**src/rtl/seg_display_scan.sv**
```systemverilog
// Time-multiplexed 4-digit 7-segment driver for a packed {min,sec} word.
// The word is snapshotted once per scan frame; supports blank, blink and leading-zero suppression.
module seg_display_scan #(
   parameter int SCAN_DIV     = 1000,
   parameter int BLINK_FRAMES = 64
) (
   input  logic        clk,
   input  logic        nrst,
   input  logic [11:0] time_to_decode,
   input  logic        blank,
   input  logic        blink_en,
   input  logic        lz_blank,
   output logic [6:0]  seg,
   output logic [3:0]  digit_en,
   output logic        dp,
   output logic        frame_start
);

   localparam int CW = $clog2(SCAN_DIV);
   localparam int BW = (BLINK_FRAMES > 1) ? $clog2(BLINK_FRAMES) : 1;
   localparam logic [CW-1:0] CNT_MAX   = CW'(SCAN_DIV - 1);
   localparam logic [BW-1:0] BLINK_MAX = BW'(BLINK_FRAMES - 1);

   function automatic logic [3:0] ones_of(input logic [5:0] v);
      logic [5:0] r;
      r = v % 6'd10;
      return r[3:0];
   endfunction

   function automatic logic [3:0] tens_of(input logic [5:0] v);
      logic [5:0] q;
      q = v / 6'd10;
      return q[3:0];
   endfunction

   function automatic logic [6:0] seg_of(input logic [3:0] d);
      case (d)
         4'd0:    return 7'b0111111;
         4'd1:    return 7'b0000110;
         4'd2:    return 7'b1011011;
         4'd3:    return 7'b1001111;
         4'd4:    return 7'b1100110;
         4'd5:    return 7'b1101101;
         4'd6:    return 7'b1111101;
         4'd7:    return 7'b0000111;
         4'd8:    return 7'b1111111;
         4'd9:    return 7'b1101111;
         default: return 7'b0000000;
      endcase
   endfunction

   logic [CW-1:0] count_r;
   logic [1:0]    idx_r;
   logic [11:0]   snap_r;
   logic          started_r;
   logic [BW-1:0] blink_cnt_r;
   logic          phase_r;

   logic          tick_s;
   logic          wrap_s;
   logic [1:0]    idx_next_s;
   logic [11:0]   snap_next_s;
   logic          started_next_s;
   logic [BW-1:0] blink_cnt_next_s;
   logic          phase_next_s;
   logic [3:0]    digit_s;
   logic [6:0]    seg_s;
   logic [3:0]    en_s;
   logic          dp_s;

   assign tick_s         = (count_r == CNT_MAX);
   assign wrap_s         = tick_s && (idx_r == 2'd3);
   assign idx_next_s     = tick_s ? idx_r + 2'd1 : idx_r;
   assign snap_next_s    = wrap_s ? time_to_decode : snap_r;
   assign started_next_s = started_r | tick_s;

   // Blink counter advances once per frame; the phase flips on the same edge as the frame tick.
   always_comb begin
      blink_cnt_next_s = blink_cnt_r;
      phase_next_s     = phase_r;
      if (!blink_en) begin
         blink_cnt_next_s = '0;
         phase_next_s     = 1'b0;
      end else if (wrap_s) begin
         if (blink_cnt_r == BLINK_MAX) begin
            blink_cnt_next_s = '0;
            phase_next_s     = ~phase_r;
         end else begin
            blink_cnt_next_s = blink_cnt_r + BW'(1);
         end
      end else begin
         blink_cnt_next_s = blink_cnt_r;
      end
   end

   // Outputs are computed from next-state values so digit 0 of a frame shows the fresh snapshot.
   always_comb begin
      case (idx_next_s)
         2'd0:    digit_s = ones_of(snap_next_s[5:0]);
         2'd1:    digit_s = tens_of(snap_next_s[5:0]);
         2'd2:    digit_s = ones_of(snap_next_s[11:6]);
         2'd3:    digit_s = tens_of(snap_next_s[11:6]);
         default: digit_s = 4'd0;
      endcase
      en_s = 4'b0001 << idx_next_s;
      dp_s = (idx_next_s == 2'd2);
      if (lz_blank && (idx_next_s == 2'd3) && (digit_s == 4'd0)) begin
         seg_s = 7'b0000000;
      end else begin
         seg_s = seg_of(digit_s);
      end
      if (blank || phase_next_s || !started_next_s) begin
         seg_s = 7'b0000000;
         en_s  = 4'b0000;
         dp_s  = 1'b0;
      end else begin
         dp_s  = dp_s;
      end
   end

   // Scan state, snapshot, blink state and registered outputs.
   always_ff @(posedge clk or negedge nrst) begin
      if (!nrst) begin
         count_r     <= '0;
         idx_r       <= 2'd3;
         snap_r      <= 12'd0;
         started_r   <= 1'b0;
         blink_cnt_r <= '0;
         phase_r     <= 1'b0;
         seg         <= 7'd0;
         digit_en    <= 4'd0;
         dp          <= 1'b0;
         frame_start <= 1'b0;
      end else begin
         count_r     <= tick_s ? '0 : count_r + CW'(1);
         idx_r       <= idx_next_s;
         snap_r      <= snap_next_s;
         started_r   <= started_next_s;
         blink_cnt_r <= blink_cnt_next_s;
         phase_r     <= phase_next_s;
         seg         <= seg_s;
         digit_en    <= en_s;
         dp          <= dp_s;
         frame_start <= wrap_s;
      end
   end

endmodule

```
**config.mk**
```make
export PLATFORM = sky130hd
export DESIGN_NAME = seg_display_scan
export DESIGN_NICKNAME = d
export VERILOG_FILES = /design/src/rtl/seg_display_scan.sv
export SDC_FILE = /design/constraint.sdc
export NUM_CORES = 1
export LEC_CHECK = 0
export BUFFER_PORTS_ARGS = -buffer_cell sky130_fd_sc_hd__buf_2
export CAP_MARGIN = 25
export CORE_MARGIN = 3
export CORE_UTILIZATION = 34
export CTS_BUF_LIST = sky130_fd_sc_hd__clkbuf_4 sky130_fd_sc_hd__clkbuf_8
export DETAILED_ROUTE_END_ITERATION = 10
export PLACE_DENSITY_LB_ADDON = 0.12
export SLEW_MARGIN = 40
export SYNTH_ARGS = -nofsm -noshare
export SYNTH_HDL_FRONTEND = slang
export SYNTH_SLANG_ARGS = --single-unit
```
**constraint.sdc**
```tcl
create_clock -name clk -period 4.65 [get_ports clk]
set_clock_uncertainty 0.05 [all_clocks]
set_input_delay 0.2325 -clock clk [delete_from_list [all_inputs] [get_ports clk]]
set_output_delay 0.2325 -clock clk [all_outputs]
set_load 0.03 [all_outputs]
```
==> results_dict.tcl, run 1 <==
set metrics [dict create \
    dieArea_um2 9740 \
    numCtsBuffers 5 \
    power_switching_mw 0.156 \
    pwr-share-clk_pct 43.4 \
    synth_fa_ha_area_share_pct 6.00 \
    critPathLaunchType "flop" \
    final_antenna_net_count 0 \
    met2_usage_pct 20.6 \
    swShare_pct 22.0 \
    drt-total-wl_mm 6.50 \
    ys_seq_area_share_pct 37.8 \
    synthTopCellsByArea "dfrtp_1, ha_1, mux2i_1" \
    whs_path_depth 3 \
    nets 384 \
    tightest_slew_ps 567 \
    slowest_stage "dfrtp_1" \
    synthTopCellsByCount "dfrtp_1, nand2_1, nor2_1, a21oi_1, inv_1" \
    place_area_um2 3230 \
    busiest_layer "met2" \
    rows 33 \
    period_share_pct 95.9 \
    cp.depth 18 \
    synth-xor-area-share_pct 3.60 \
    grt_pass1_wl_mm 10.8 \
    grt_overflow_total 0 \
    synth_flop_cell "dfrtp_1" \
    synthMuxAreaShare_pct 10.6 \
    netlist_instances 300 \
    path_clk_slew_ps 90 \
    start_util_pct 35.4 \
    syn-num-nets 331 \
    synth_edf_count 0 \
    setup_viol 0 \
    crit_chain "nand2b_2 > nor3_4 > nand2_4 > clkinv_8 > mux2_4 > mux2i_4 > inv_2 > ha_1 > nor4b_1 > a211oi_1 > mux2i_2 > o21bai_2 > a211o_1 > buf_4 > ha_1 > o22ai_1 > o31ai_1 > a31o_2" \
    drv_slew 0 \
    dp_cells 438 \
    p_leak_nw 1.70 \
    slowest_delay_ps 450 \
    setup.worst_path.class "flop to flop" \
    dr.first_iter.drc_count 82 \
    power_density_nw_per_um2 202 \
    cts_num_sinks 44 \
    grt_use_met1_pct 19.1 \
    htreeDepth 2 \
    n_antenna_cell 0 \
    seqPwrFrac_pct 54.2 \
    reg2reg_depth 18 \
    synthSimpleGateAreaFrac_pct 21.3 \
    grtUsageTotal_pct 13.5 \
    synth_most_common_cell "dfrtp_1" \
    ys_warn_count 0 \
    p_total_mw 0.706 \
    grt_pass1_vias 2254 \
    synth_top_area_share_pct 36.0 \
    place.gp.congestion 0.784 \
    synth-compound-area-share_pct 16.3 \
    path_max_fanout 19 \
    die-height_um 98.7 \
    combPwrFrac_pct 2.5 \
    drc 0 \
    cp.required_ps 4790 \
    ys_ff_latch 44 \
    final_cells 459 \
    hold_violations 0 \
    ios 30 \
    wl_per_cell_um 14.2 \
    vdd_drop_max_v 0.000147 \
    grtUsageMet3_pct 2.90 \
    synth_async_sr_flop_share_pct 100 \
    synth.largest_area_cell "dfrtp_1" \
    clockBufferDepth 2 \
    synth.avg_cell_area_um2 9.73 \
    period_needed_ps 4460 \
    port_buffers 29 \
    critPathBufInv 3 \
    synth_top_family_by_area "simple AND/OR/NAND/NOR gates" \
    synth.distinct_cells 66 \
    end_kind "flop" \
    via_count 2380 \
    grt_max_degree 45 \
    critPathTopFamily "compound AO/OA/AOI/OAI gates" \
    area_delta_synth_final_pct 19.4 \
    core-area_um2 8260 \
    hpwl_mm 4.78 \
    antenna_found_initial 0 \
    die_w_um 98.7 \
    hold_path.class "primary input to flop" \
    drtPass1Iterations 4 \
    status "finished, final reports clean" \
    fin_hold_ws_ps 126 \
    final_cell_area_um2 3490 \
    vias_per_cell 5.19 \
    clock_latency_ps 300 \
    relSlewSlack_pct 61.9 \
    cts_tree "built" \
    cts_root_buffer "clkbuf_8" \
    fmax_ghz 0.224 \
    synth_area_um2 2920 \
    p_int_mw 0.550 \
    cpMostUsedCell "ha_1" \
    crit_arrival_ps 4600 \
    drive_gt1_share_pct 26.0 \
    maxCapViolCount 0 \
]
## cell families (layout without fill, tap and decap cells)
kind of cell / count (synthesis) / after routing
xor gates and xnor gates: 12 / 12
and+or+nand+nor: 113 / 113
adders and majority gates: 14 / 14
buffers and inverters: 25 / 79
muxes: 25 / 25
AOI/OAI and AO/OA: 67 / 67
DFF: 44 / 44
## what timing repair did
item	4_1_cts	5_1_grt
endpoints found under the hold margin	42	0
gates resized for setup	0	9
hold buffers	1	0
buffers inserted	0	12
endpoints found under the setup margin	0	7
## state kept, by name, summed over array words and instances (netlist names)
signal	cells
count_r	10
digit_en	3
frame_start	1
phase_r	1
seg	7
dp	1
idx_r	2
blink_cnt_r	6
started_r	1
snap_r	12
## stage by stage
stage                     setup slack (ps)  TNS [ps]  util [%]
after global placement                 149         0      39.1
after detailed placement              73.6         0      39.1
after global routing                 -30.4     -43.3      42.2
after CTS                             40.7         0      40.6
final                                  193         0      42.2
after floorplan                        218         0         -
## power groups by stage
| stage | Sequential [mW] | Combinational [mW] | Clock [mW] |
|---|---|---|---|
| after global routing | 0.382 | 0.0204 | 0.335 |
| after detailed placement | 0.390 | 0.0179 | 0 |
| after floorplan | 0.390 | 0.00132 | 0 |
| after global placement | 0.390 | 0.0175 | 0 |
| final | 0.382 | 0.0175 | 0.306 |
| after CTS | 0.382 | 0.0185 | 0.319 |
## area by class of cell
cell class / instances / area (um2)
fillers: 829 / 4770
multi-input cells: 231 / 1730
flip-flops and latches: 44 / 1100
repair buffers: 52 / 323
well taps: 105 / 131
inverters: 19 / 83.8
clock buffers: 5 / 68.8
clock inverters: 3 / 46.3
## layout by cell type (no fill, tap or decap), drive strengths merged, types with 6 or more instances in the layout
| master | instances |
|---|---|
| ha | 14 |
| a21oi | 17 |
| and3 | 8 |
| nor2 | 28 |
| inv | 18 |
| buf | 51 |
| nand2 | 29 |
| dfrtp | 42 |
| nor3 | 8 |
| o31ai | 6 |
| mux2i | 15 |
| xor2 | 9 |
| mux2 | 10 |
| o21ai | 11 |
| nand4 | 8 |
| nand3 | 12 |
## final timing paths
check	from	end	slack, ps
setup reg to reg	count_r[3]	seg[4]	190
max in group asynchronous	nrst	snap_r[9]	3770
min in group asynchronous	nrst	blink_cnt_r[4]	410
setup / recovery	count_r[3]	seg[4]	190
hold reg to reg	started_r	started_r	400
hold / removal	time_to_decode[0]	snap_r[0]	130
## metal layers
layer	part of all wire (%)	routed length (um)
met5	0	0
met4	1.1	73
met3	4.5	291
met2	44	2840
met1	51	3300
## worst register-to-register path, cell delays in order, from the launching register on
cell and delay [ps]:
dfrtp_1 450, nand2b_2 270, nor3_4 250, nand2_4 100
clkinv_8 120, mux2_4 340, mux2i_4 200, inv_2 120
ha_1 340, nor4b_1 160, a211oi_1 310, mux2i_2 160
o21bai_2 220, a211o_1 370, buf_4 170, ha_1 210
o22ai_1 180, o31ai_1 100, a31o_2 250
Power figures use the tool's default switching activity.
==> run 2, diff against run 1 <==
--- a/config.mk
+++ b/config.mk
@@ -5,11 +5,13 @@
 export SDC_FILE = /design/constraint.sdc
 export NUM_CORES = 1
 export LEC_CHECK = 0
+export ABC_AREA = 1
 export BUFFER_PORTS_ARGS = -buffer_cell sky130_fd_sc_hd__buf_2
 export CAP_MARGIN = 25
 export CORE_MARGIN = 3
 export CORE_UTILIZATION = 34
 export CTS_BUF_LIST = sky130_fd_sc_hd__clkbuf_4 sky130_fd_sc_hd__clkbuf_8
+export CTS_CLUSTER_SIZE = 20
 export DETAILED_ROUTE_END_ITERATION = 10
 export PLACE_DENSITY_LB_ADDON = 0.12
 export SLEW_MARGIN = 40
==> run 2 against run 1 <==
Fmax increased by 9.6%. Utilization shrank 2.8 points. Combinational power is 11% higher. First-iteration DRC count fell by 11%. Synthesized cell count is 23% higher. Total power decreased by 9.8%. Worst setup slack better by 390 ps. Clock-buffer cell count did not move. Sequential cell count unchanged. Register-to-register slack better by 390 ps. Critical path depth increased by 9.
==> results_dict.tcl, run 2 <==
set metrics [dict create \
    status "finished, final reports clean" \
    synth_top_family_by_area "simple AND/OR/NAND/NOR gates" \
    synthSimpleGateAreaFrac_pct 38.5 \
    relSlewSlack_pct 62.2 \
    fin_hold_ws_ps 142 \
    crit_arrival_ps 4240 \
    largest_reg_flops 12 \
    top_layer "met4" \
    hold_violations 0 \
    fillerInstances 899 \
    port_buffers 29 \
    wirelength_met1_mm 2.94 \
    regMostFlops "snap_r" \
    fin_ws_ps 584 \
    nets 432 \
    end_kind "flop" \
    htreeDepth 2 \
    synth_top_area_share_pct 35.5 \
    core-area_um2 8340 \
    rsz0062_at_grt "false" \
    drive_gt1_share_pct 25.6 \
    syn-num-nets 400 \
    ys_warn_count 0 \
    synth.largest_area_cell "dfrtp_1" \
    finalSetupTns_ps 0 \
    setup_viol 0 \
    die-height_um 99.3 \
    synthTopCellsByCount "nand2_1, dfrtp_1, inv_1, nor2_1, nand3_1" \
    synth_area_um2 2960 \
    wl_met3_um 116 \
    clock_latency_ps 300 \
    drc 0 \
    dieArea_um2 9850 \
    grt_max_degree 45 \
    area_delta_synth_final_pct 11.2 \
    layout_common_cells "nand2_1, inv_1, dfrtp_1" \
    dr.first_iter.drc_count 73 \
    final_antenna_net_count 0 \
    synth_most_common_cell "nand2_1" \
    cts_root_buffer "clkbuf_8" \
    grt_pass1_vias 2364 \
    via_count 2308 \
    p_leak_nw 1.71 \
    pre_cts_ws_ps 567 \
    grt_pass1_wl_mm 10.7 \
    synthMuxAreaShare_pct 0 \
    drt-total-wl_mm 5.99 \
    hpwl_mm 4.68 \
    die_w_um 99.3 \
    path_clk_slew_ps 90 \
    synth_edf_count 0 \
    ys_seq_area_share_pct 37.3 \
    period_needed_ps 4070 \
    cp.required_ps 4830 \
    synth_async_sr_flop_share_pct 100 \
    setup.worst_path.class "flop to flop" \
    drtPass1Iterations 4 \
    place.gp.congestion 0.793 \
    fmax_ghz 0.246 \
    drv_slew 0 \
    synth_fa_ha_area_share_pct 5.92 \
    synth-compound-area-share_pct 8.63 \
    rows 33 \
    ys_ff_latch 44 \
    ios 30 \
    synth_flop_cell "dfrtp_1" \
    place_area_um2 3190 \
    power_density_nw_per_um2 194 \
    period_share_pct 87.4 \
    hold_path.class "primary input to flop" \
    clockBufferDepth 2 \
    tightest_slew_ps 566 \
    cts_tree "built" \
    start_util_pct 35.5 \
    p_total_mw 0.637 \
    dr_wl_met2_mm 2.85 \
    reg_top3 "snap_r (12), count_r (10), seg (7)" \
    path_max_fanout 24 \
    grtUsageTotal_pct 13.2 \
    critPathLaunchType "flop" \
    synth.avg_cell_area_um2 8.02 \
    synth-xor-area-share_pct 1.78 \
    layout_commonest_cell "nand2_1" \
    synth.distinct_cells 38 \
    antenna_found_initial 0 \
    vias_per_cell 4.55 \
    cts_num_sinks 44 \
    netlist_instances 369 \
    vdd_drop_max_v 0.000108 \
    maxCapViolCount 0 \
    synthTopCellsByArea "dfrtp_1, nand2_1, ha_1" \
    n_antenna_cell 0 \
    final_cell_area_um2 3290 \
    grt_overflow_total 0 \
    wl_per_cell_um 11.8 \
    numCtsBuffers 5 \
]
## run 2: worst paths after layout
path	depth (start not counted)	end	startpoint	slack, ps
worst max-delay path	27	seg[3]	count_r[0]	580
worst min-delay path	3	snap_r[7]	time_to_decode[7]	140
worst max register to register	27	seg[3]	count_r[0]	580
worst min register to register	1	count_r[0]	count_r[0]	410
max in group asynchronous	2	seg[1]	nrst	3740
min in group asynchronous	2	blink_cnt_r[0]	nrst	420
## run 2: worst max-delay path, cell delays in order (launching register included)
cell	delay, ps
dfrtp_1	370
ha_1	190
nand2_1	110
nor2_4	230
nand3_4	270
clkinv_2	270
nand2_1	100
nand2_1	90
nand2_1	50
nand2_1	90
inv_2	80
ha_1	330
nor2_4	160
inv_2	50
nand3_2	110
nand3_2	100
nand2_1	110
nand3_2	100
nand2_2	100
nand2_2	70
nand2_1	60
nand3_1	110
nand2_4	130
inv_1	70
ha_1	270
nor2_1	170
nor2_1	80
nor2_2	90
## run 2: routing by layer
metal / up-vias / global-route usage, %
li1: 1247 / -
met1: 1041 / 17.1
met2: 15 / 22.8
met3: 5 / 2.31
met4: 0 / 3.47
met5: - / 0
## run 2: cells by family (layout without fill, tap and decap cells)
logic type | Yosys count | after routing
adder cells (fa/ha/maj) | 14 | 14
AO/OA/AOI/OAI | 40 | 40
flip-flops | 44 | 44
buffers and inverters | 53 | 86
XOR/XNOR | 6 | 6
AND/OR/NAND/NOR | 212 | 212
## run 2: repair_timing
item | CTS | global route
setup buffers | 0 | 0
endpoints found under the hold margin | 42 | 0
setup endpoints to repair | 0 | 0
gates resized for setup | 0 | 0
hold buffers | 1 | 0
## run 2: report_power, final
group | internal (mW) | total [mW] | switching, mW
combinational | 0.00640 | 0.0194 | 0.0130
clock | 0.105 | 0.235 | 0.131
sequential | 0.382 | 0.382 | 0
total | 0.494 | 0.637 | 0.144
## run 2: area by class of cell
cell class | instances | area (um2) | area share [%]
clock buffers | 5 | 68.8 | 2.09
clock inverters | 3 | 18.8 | 0.571
inverters | 48 | 186 | 5.67
multi-input cells | 272 | 1620 | 49.3
flip-flops and latches | 44 | 1100 | 33.6
well taps | 105 | 131 | 4.00
repair buffers | 30 | 158 | 4.79
## run 2: stage by stage
stage | cells | util (%)
after floorplan | 369 | -
after global placement | 498 | 38.2
after detailed placement | 498 | 38.3
after CTS | 507 | 39.4
after global routing | 507 | 39.4
final | 507 | 39.4
==> run 3, diff against run 2 <==
==> constraint.sdc (replaced) <==
create_clock -name clk -period 5.1 [get_ports clk]
set_clock_uncertainty 0.05 [all_clocks]
set_input_delay 0.255 -clock clk [delete_from_list [all_inputs] [get_ports clk]]
set_output_delay 0.255 -clock clk [all_outputs]
set_load 0.03 [all_outputs]
==> run 3 against run 2 <==
Global-route usage is 0.26 points lower. Clock-buffer cell count stayed put. Utilization is 0.29 points higher. First-iteration DRC count is 32% lower. Register-to-register slack better by 470 ps. Largest power group unchanged.
==> results_dict.tcl, run 3 (synthesis gave the netlist of run 2 again) <==
set metrics [dict create \
    cts_setup_buffers 0 \
    dp_cells 498 \
    end_kind "flop" \
    path_max_fanout 24 \
    crit_arrival_ps 4230 \
    drt-total-wl_mm 5.92 \
    largest_reg_flops 12 \
    final_cells 507 \
    layout_commonest_cell "nand2_1" \
    numCtsBuffers 5 \
    reg_top3 "snap_r (12), count_r (10), seg (7)" \
    grtUsageTotal_pct 13.0 \
    final_cell_area_um2 3310 \
    pwr-share-clk_pct 42.1 \
    vias_per_cell 4.54 \
    cts_num_sinks 44 \
    htreeDepth 2 \
    grt_pass1_vias 2284 \
    critPathLaunchType "flop" \
    period_needed_ps 4050 \
    maxCapViolCount 0 \
    cpMostUsedCell "nand2_1" \
    ios 30 \
    p_leak_nw 1.72 \
    start_util_pct 35.5 \
    grt_overflow_total 0 \
    crit_start "count_r[0]" \
    dieArea_um2 9850 \
    setup_viol 0 \
    critPathTopFamily "simple AND/OR/NAND/NOR gates" \
    port_buffers 29 \
    final_antenna_net_count 0 \
    place.gp.congestion 0.793 \
    critPathBufInv 4 \
    drc 0 \
    timing.rr.start "count_r[0]" \
    n_antenna_cell 0 \
    hold_violations 0 \
    combPwrFrac_pct 2.8 \
    grt_max_degree 45 \
    vdd_drop_max_v 0.0000861 \
    finalSetupTns_ps 0 \
    postCtsHoldBufs 1 \
    seqPwrFrac_pct 55.1 \
    slowest_delay_ps 380 \
    wl_per_cell_um 11.7 \
    hpwl_mm 4.65 \
    p_int_mw 0.499 \
    setup.worst_path.class "flop to flop" \
    via_count 2301 \
    clock_latency_ps 300 \
    area_delta_synth_final_pct 12.0 \
    power_density_nw_per_um2 191 \
    cts_tree "built" \
    cp.required_ps 5280 \
    nets 432 \
    antenna_found_initial 0 \
    regMostFlops "snap_r" \
    drv_slew 0 \
    hp-start "time_to_decode[4]" \
    swShare_pct 21.1 \
    die-height_um 99.3 \
    hold_path.class "primary input to flop" \
    fillerInstances 871 \
    fmax_ghz 0.247 \
    cts_root_buffer "clkbuf_8" \
    rows 33 \
    layout_common_cells "nand2_1, inv_1, dfrtp_1" \
    status "finished, final reports clean" \
    place_area_um2 3190 \
    power_switching_mw 0.133 \
    path_clk_slew_ps 90 \
    drive_gt1_share_pct 25.6 \
    die_w_um 99.3 \
    core-area_um2 8340 \
    dr.first_iter.drc_count 50 \
    cts-resized-gates 0 \
    period_share_pct 79.4 \
    slowest_stage "dfrtp_1" \
    grt_pass1_wl_mm 10.4 \
    rsz0062_at_grt "false" \
    fin_hold_ws_ps 156 \
    tightest_slew_ps 568 \
    relSlewSlack_pct 62.1 \
    drtPass1Iterations 4 \
    clockBufferDepth 2 \
]
[run 3: path summary, 6_finish.rpt]
check / endpoint / slack (ps) / depth (start not counted)
max: seg[3] / 1050 / 27
min: snap_r[4] / 160 / 3
max reg2reg: seg[3] / 1050 / 27
min reg2reg: count_r[0] / 420 / 1
max in group asynchronous: seg[3] / 4170 / 2
min in group asynchronous: blink_cnt_r[0] / 450 / 2
[run 3: metal layers]
| metal | track usage, % | wire length (um) | vias to the layer above |
|---|---|---|---|
| met5 | 0 | 0 | - |
| met4 | 3.47 | 76 | 0 |
| met3 | 2.10 | 172 | 5 |
| met2 | 22.0 | 2810 | 28 |
| met1 | 17.2 | 2870 | 1027 |
| li1 | - | - | 1241 |
[run 3: power by group through the flow]
| stage | clock network, mW | registers [mW] | logic, mW |
|---|---|---|---|
| 2_1_floorplan | 0 | 0.356 | 0.00212 |
| 3_3_place_gp | 0 | 0.355 | 0.0179 |
| 3_5_place_dp | 0 | 0.355 | 0.0183 |
| 4_1_cts | 0.276 | 0.349 | 0.0190 |
| 5_1_grt | 0.290 | 0.349 | 0.0210 |
| 6_report | 0.266 | 0.349 | 0.0178 |
[run 3: worst min-delay path: cells and delay by family]
| family | cells | cell delay (ps) |
|---|---|---|
| buf+inv | 1 | 80 |
| simple gates | 2 | 130 |
[run 3: final cells by class]
type / count / area (um2) / area share [%]
Clock buffer: 5 / 68.8 / 2.08
Clock inverter: 3 / 42.5 / 1.28
Timing Repair Buffer: 30 / 158 / 4.76
Multi-Input combinational cell: 272 / 1620 / 49.0
Inverter: 48 / 186 / 5.63
Sequential cell: 44 / 1100 / 33.3
Tap cell: 105 / 131 / 3.97
[run 3: through the flow]
stage	setup WS [ps]	utilization, %	total power [mW]
2_1_floorplan	1600	-	0.358
3_3_place_gp	1170	38.2	0.373
3_5_place_dp	1050	38.3	0.374
4_1_cts	1010	39.7	0.644
5_1_grt	577	39.7	0.659
6_report	1050	39.7	0.633
